## src/rtl/clk_rst_pkg.sv

```systemverilog
// clk_rst_pkg: shared sequencer state encoding and width helpers for clock/reset logic
package clk_rst_pkg;
  typedef enum logic [2:0] {PLL_RST, WAIT_LOCK, RELEASE, RUN, FAULT} pll_seq_state_t;
  localparam int LOL_W = 8;
  function automatic int bits(input int v);
    return (v < 1) ? 1 : $clog2(v + 1);
  endfunction
  function automatic int max3(input int a, input int b, input int c);
    return (a > b) ? ((a > c) ? a : c) : ((b > c) ? b : c);
  endfunction
endpackage

```

## src/rtl/lock_filter.sv

```systemverilog
// lock_filter: synchronizes one asynchronous PLL lock and debounces it into a stable flag
module lock_filter
  import clk_rst_pkg::*;
#(
  parameter int SYNC_STAGES = 2,
  parameter int LOCK_FILTER = 1024
) (
  input  logic clk,
  input  logic rst,
  input  logic lock,
  input  logic hold,
  output logic synced,
  output logic stable
);
  localparam int CW = bits(LOCK_FILTER);
  logic [SYNC_STAGES-1:0] sync;
  logic [CW-1:0] cnt;
  assign synced = sync[SYNC_STAGES-1];
  assign stable = cnt == CW'(LOCK_FILTER);
  // shift the asynchronous lock through the synchronizer chain
  always_ff @(posedge clk)
    if (rst) sync <= '0;
    else sync <= {sync[SYNC_STAGES-2:0], lock};
  // count consecutive synced-high cycles outside PLL reset, saturating at the filter length
  always_ff @(posedge clk)
    if (rst || !synced || hold) cnt <= '0;
    else if (!stable) cnt <= cnt + 1'b1;
endmodule

```

## src/rtl/pll_reset_sequencer.sv

```systemverilog
// pll_reset_sequencer: pulses PLL resets, waits for filtered lock, releases domain resets in order
module pll_reset_sequencer
  import clk_rst_pkg::*;
#(
  parameter int N_PLL          = 2,
  parameter int SYNC_STAGES    = 2,
  parameter int LOCK_FILTER    = 1024,
  parameter int LOCK_TIMEOUT   = 250000,
  parameter int PLL_RST_CYCLES = 16,
  parameter int RELEASE_GAP    = 8,
  parameter int MAX_RETRIES    = 3
) (
  input  logic                           i_clk,
  input  logic                           i_rst,
  input  logic [N_PLL-1:0]               i_lock,
  output logic [N_PLL-1:0]               o_pll_rst,
  output logic [N_PLL-1:0]               o_dom_rst,
  output logic                           o_ready,
  output logic                           o_fault,
  output logic [bits(MAX_RETRIES)-1:0]   o_retry_cnt,
  output logic [LOL_W-1:0]               o_lol_cnt
);
  localparam int RW = bits(MAX_RETRIES);
  localparam int TW = bits(max3(LOCK_TIMEOUT, PLL_RST_CYCLES, RELEASE_GAP));
  localparam int KW = bits(N_PLL - 1);
  pll_seq_state_t state, state_n;
  logic [TW-1:0] timer, timer_n;
  logic [KW-1:0] k, k_n;
  logic [RW-1:0] retry_n;
  logic [LOL_W-1:0] lol_n;
  logic [N_PLL-1:0] dom_n, synced, stable;
  logic ready_n, fault_n, fail, lost, all_stable;
  assign o_pll_rst = {N_PLL{state == PLL_RST || state == FAULT}};
  assign all_stable = &stable;
  assign lost = ~&synced;
  for (genvar g = 0; g < N_PLL; g++) begin : g_filt
    lock_filter #(.SYNC_STAGES(SYNC_STAGES), .LOCK_FILTER(LOCK_FILTER)) u_filt (
      .clk(i_clk), .rst(i_rst), .lock(i_lock[g]), .hold(o_pll_rst[g]),
      .synced(synced[g]), .stable(stable[g])
    );
  end
  // next state and next registered outputs; a failed attempt retries until the budget is spent
  always_comb begin
    state_n = state;
    timer_n = timer + 1'b1;
    k_n = k;
    retry_n = o_retry_cnt;
    lol_n = o_lol_cnt;
    dom_n = o_dom_rst;
    ready_n = o_ready;
    fault_n = o_fault;
    fail = 1'b0;
    case (state)
      PLL_RST:
        if (timer == TW'(PLL_RST_CYCLES - 1)) begin
          state_n = WAIT_LOCK;
          timer_n = '0;
        end
      WAIT_LOCK:
        if (all_stable) begin
          state_n = RELEASE;
          timer_n = '0;
          k_n = '0;
          dom_n[0] = 1'b0;
        end else fail = timer == TW'(LOCK_TIMEOUT - 1);
      RELEASE:
        if (lost) fail = 1'b1;
        else if (timer == TW'(RELEASE_GAP - 1)) begin
          timer_n = '0;
          if (k == KW'(N_PLL - 1)) begin
            state_n = RUN;
            ready_n = 1'b1;
            retry_n = '0;
          end else begin
            k_n = k + 1'b1;
            dom_n[k_n] = 1'b0;
          end
        end
      RUN: begin
        timer_n = '0;
        if (lost) begin
          state_n = PLL_RST;
          dom_n = '1;
          ready_n = 1'b0;
          lol_n = (&o_lol_cnt) ? o_lol_cnt : o_lol_cnt + 1'b1;
        end
      end
      default: timer_n = '0;
    endcase
    if (fail) begin
      dom_n = '1;
      timer_n = '0;
      state_n = (o_retry_cnt < RW'(MAX_RETRIES)) ? PLL_RST : FAULT;
      retry_n = (o_retry_cnt < RW'(MAX_RETRIES)) ? o_retry_cnt + 1'b1 : o_retry_cnt;
      fault_n = !(o_retry_cnt < RW'(MAX_RETRIES));
    end
  end
  // state, timer and all registered outputs
  always_ff @(posedge i_clk)
    if (i_rst) begin
      state <= PLL_RST;
      timer <= '0;
      k <= '0;
      o_retry_cnt <= '0;
      o_lol_cnt <= '0;
      o_dom_rst <= '1;
      o_ready <= 1'b0;
      o_fault <= 1'b0;
    end else begin
      state <= state_n;
      timer <= timer_n;
      k <= k_n;
      o_retry_cnt <= retry_n;
      o_lol_cnt <= lol_n;
      o_dom_rst <= dom_n;
      o_ready <= ready_n;
      o_fault <= fault_n;
    end
endmodule

```

## config.mk

```make
export PLATFORM = sky130hd
export DESIGN_NAME = pll_reset_sequencer
export DESIGN_NICKNAME = d
export VERILOG_FILES = /design/src/rtl/clk_rst_pkg.sv /design/src/rtl/lock_filter.sv /design/src/rtl/pll_reset_sequencer.sv
export SDC_FILE = /design/constraint.sdc
export NUM_CORES = 1
export LEC_CHECK = 0
export CORE_UTILIZATION = 55
export CTS_BUF_LIST = sky130_fd_sc_hd__clkbuf_2
export CTS_CLUSTER_SIZE = 16
export DETAILED_ROUTE_END_ITERATION = 10
export PLACE_DENSITY = 0.86
export SETUP_SLACK_MARGIN = 0.4
export SYNTH_ARGS = -nofsm -noshare
export SYNTH_HDL_FRONTEND = slang
export SYNTH_SLANG_ARGS = --single-unit
```

## constraint.sdc

```tcl
create_clock -name i_clk -period 2.4 [get_ports i_clk]
set_clock_uncertainty 0.1 [all_clocks]
set_input_delay 0.48 -clock i_clk [delete_from_list [all_inputs] [get_ports i_clk]]
set_output_delay 0.48 -clock i_clk [all_outputs]
set_load 0.01 [all_outputs]
```

==> impl_results.md <==
- Status: finished clean
- Vias in the first global route: 2352
- Core area: 4820 um^2
- First-pass GRT wire length: 10400 um
- Synth unique cells: 40
- Syn-to-layout area delta: 28.4%
- Pre-Repair DR Iteration Count: 5
- Setup violators final: 0
- Synth Register Bits: 62
- Cell area after synthesis: 2830 um^2
- Longest Clk Path Bufs: 2
- GRT Total Usage: 0.257
- First DRT Iteration DRCs: 122
- Maxcap violations: 0
- EDFF count, synth: 0
- CTS tree: built
- CP max stage cell: or4_4
- Reg2reg setup slack: 0.28 ns
- Crit-path cells: nor4_4 > nand4_1 > or4_4 > a211o_4 > nand2_4 > nor2_1
- Die Height: 73.7 um
- Post-synth net total: 344
- I/O pins: 20
- Final Critical Period: 2.12 ns
- Hold buffer count at cts: 0
- Most frequent cells in the layout: nor2_1, dfxtp_1, nand2_1
- Fmax: 0.471 GHz
- RSZ-0062 raised after global routing: true
- Vias per std cell: 5.63
- Max stage delay on crit path: 0.48 ns
- Chip width: 73.7 um
- Setup TNS: 0 ns
- Critical path type: reg2reg
- Worst slew pin tran: 0.397 ns
- Wirelength per Cell: 14.9 um
- Antenna violations before repair: 0
- DPL Wire Length: 3800 um
- CP Max Fanout: 5
- Vias: 2572
- Net count, final: 396
- Clock latency on the worst-skew pair: 0.50 ns
- Slew headroom: 0.734
- Main synth FF type: dfxtp_1
- Clock Root Buffer: clkbuf_2
- Layout cells sized above 1: 0.246
- Post-Route WL: 6790 um
- Post-synth ARST share: 0
- Critical Path Source Type: register
- Worst EP required: 2.68 ns
- Final Hold Viols: 0
- Setup crit end kind: register
- Total gr overflow: 0
- DR DRC count: 0
- Fin. max-slew vios: 0
- ANT nets after route: 0
- H-tree depth: 3
- Sequential fraction of the synthesis area: 0.439
- Port bufs: 19
- PwrDens: 644 nW/um^2
- Syn_area_per_cell: 8.48 um^2
- Period Utilization, post-route: 0.884
- TritonCTS buffer count: 9
- Gate Count Post-Synth: 333
- Reg clk slew, reported paths: 0.17 ns
- Largest net degree at the start of global routing: 19
- Static leakage: 0.00140 uW
- Class of the worst hold path: reg2reg
- Core Util, Final: 0.753
- Worst vdd ir: 0.000575 V
- Rows: 25
- DIE AREA: 5430 um^2
- Initial Util: 0.586
- Synth warn: 0
- Antenna cells: 0
- Arrival @ worst endpoint: 2.40 ns
- Clock sink count: 62
- RePlAce Congestion: 0.861
- Commonest non-fill, non-tap cell in the layout: nor2_1
==> final cells by class <==
cell class / count / area [um^2]
Fill cell: 327 / 1190
Inverter: 11 / 41.3
Sequential cell: 62 / 1290
Timing Repair Buffer: 43 / 414
Tap cell: 67 / 83.8
Clock inverter: 6 / 52.6
Clock buffer: 10 / 50.0
Multi-Input combinational cell: 258 / 1700
==> path summary, 6_finish.rpt <==
kind / startpoint / to / cells past startpoint
worst max-delay path: timer[7]$_SDFF_PP0_ / timer[8]$_SDFF_PP0_ / 6
worst min-delay path: timer[0]$_SDFF_PP0_ / timer[0]$_SDFF_PP0_ / 1
worst max register to register: timer[7]$_SDFF_PP0_ / timer[8]$_SDFF_PP0_ / 6
worst min register to register: timer[0]$_SDFF_PP0_ / timer[0]$_SDFF_PP0_ / 1
==> worst max-delay path: cells and delay by family, from the launching register on <==
family / cells / cell delay (ns)
AOI/OAI and AO/OA: 1 / 0.42
DFF: 1 / 0.39
and+or+nand+nor: 5 / 1.10
==> power breakdown <==
group / internal [uW] / switching [uW] / leakage [uW]
Combinational: 246 / 362 / 0.000818
Sequential: 1080 / 56.0 / 0.000515
Clock: 233 / 359 / 0.0000705
==> cells in the mapped netlist (all sizes together), types with 3 or more instances <==
cell	number	area, um^2
nor3	9	45.0
xor2	19	166
ha	7	87.6
nand2b	4	25.0
and3	7	43.8
nand3	28	140
nand4	7	43.8
nand3b	3	22.5
a21oi	11	55.1
inv	11	41.3
dfxtp	62	1240
nor2	66	248
nand2	31	124
o21ai	6	33.8
nor2b	7	43.8
nor4	4	37.5
buf	3	26.3
o21a	3	22.5
xnor2	20	175
mux2i	3	30.0
clkbuf	3	12.5
==> registers in the layout, indices dropped and copies added (netlist names) <==
| name | cells |
|---|---|
| k | 1 |
| g_filt.u_filt.cnt | 22 |
| o_ready | 1 |
| o_dom_rst | 2 |
| timer | 18 |
| g_filt.u_filt.sync | 4 |
| o_fault | 1 |
| state | 3 |
| o_retry_cnt | 2 |
| o_lol_cnt | 8 |
==> routing by layer <==
metal | part of all wire | track usage
met2 | 0.50 | 0.424
met4 | 0.038 | 0.158
met1 | 0.42 | 0.299
met5 | 0 | 0
met3 | 0.045 | 0.0631
==> cell families (layout without fill, tap and decap cells) <==
family / after synthesis / count (layout) / synth area share
flops: 62 / 62 / 0.439
simple gates: 177 / 180 / 0.307
compound gates: 28 / 29 / 0.0629
fa+ha+maj: 7 / 7 / 0.0310
buf+inv: 17 / 70 / 0.0283
xor+xnor: 39 / 39 / 0.121
mux: 3 / 3 / 0.0106
==> repair_timing <==
action | in CTS | in global routing
setup buffers | 22 | 0
setup endpoints to repair | 40 | 45
cloned | 3 | 1
pin swaps | 15 | 8
resized for setup | 51 | 36
hold endpoints to repair | 0 | 0
==> metrics by stage <==
| step | hold slack (ns) | worst slack, ns | cells | power [uW] | cell area [um^2] |
|---|---|---|---|---|---|
| after floorplan | 0.311 | 0.420 | 333 | 1490 | 2830 |
| after global placement | 0.324 | 0.292 | 415 | 1570 | 3080 |
| after detailed placement | 0.328 | 0.225 | 415 | 1590 | 3080 |
| after CTS | 0.348 | 0.342 | 456 | 2270 | 3490 |
| after global routing | 0.369 | 0.154 | 457 | 2440 | 3630 |
| final | 0.343 | 0.278 | 457 | 2340 | 3630 |
(Power assumes the default switching activity.)
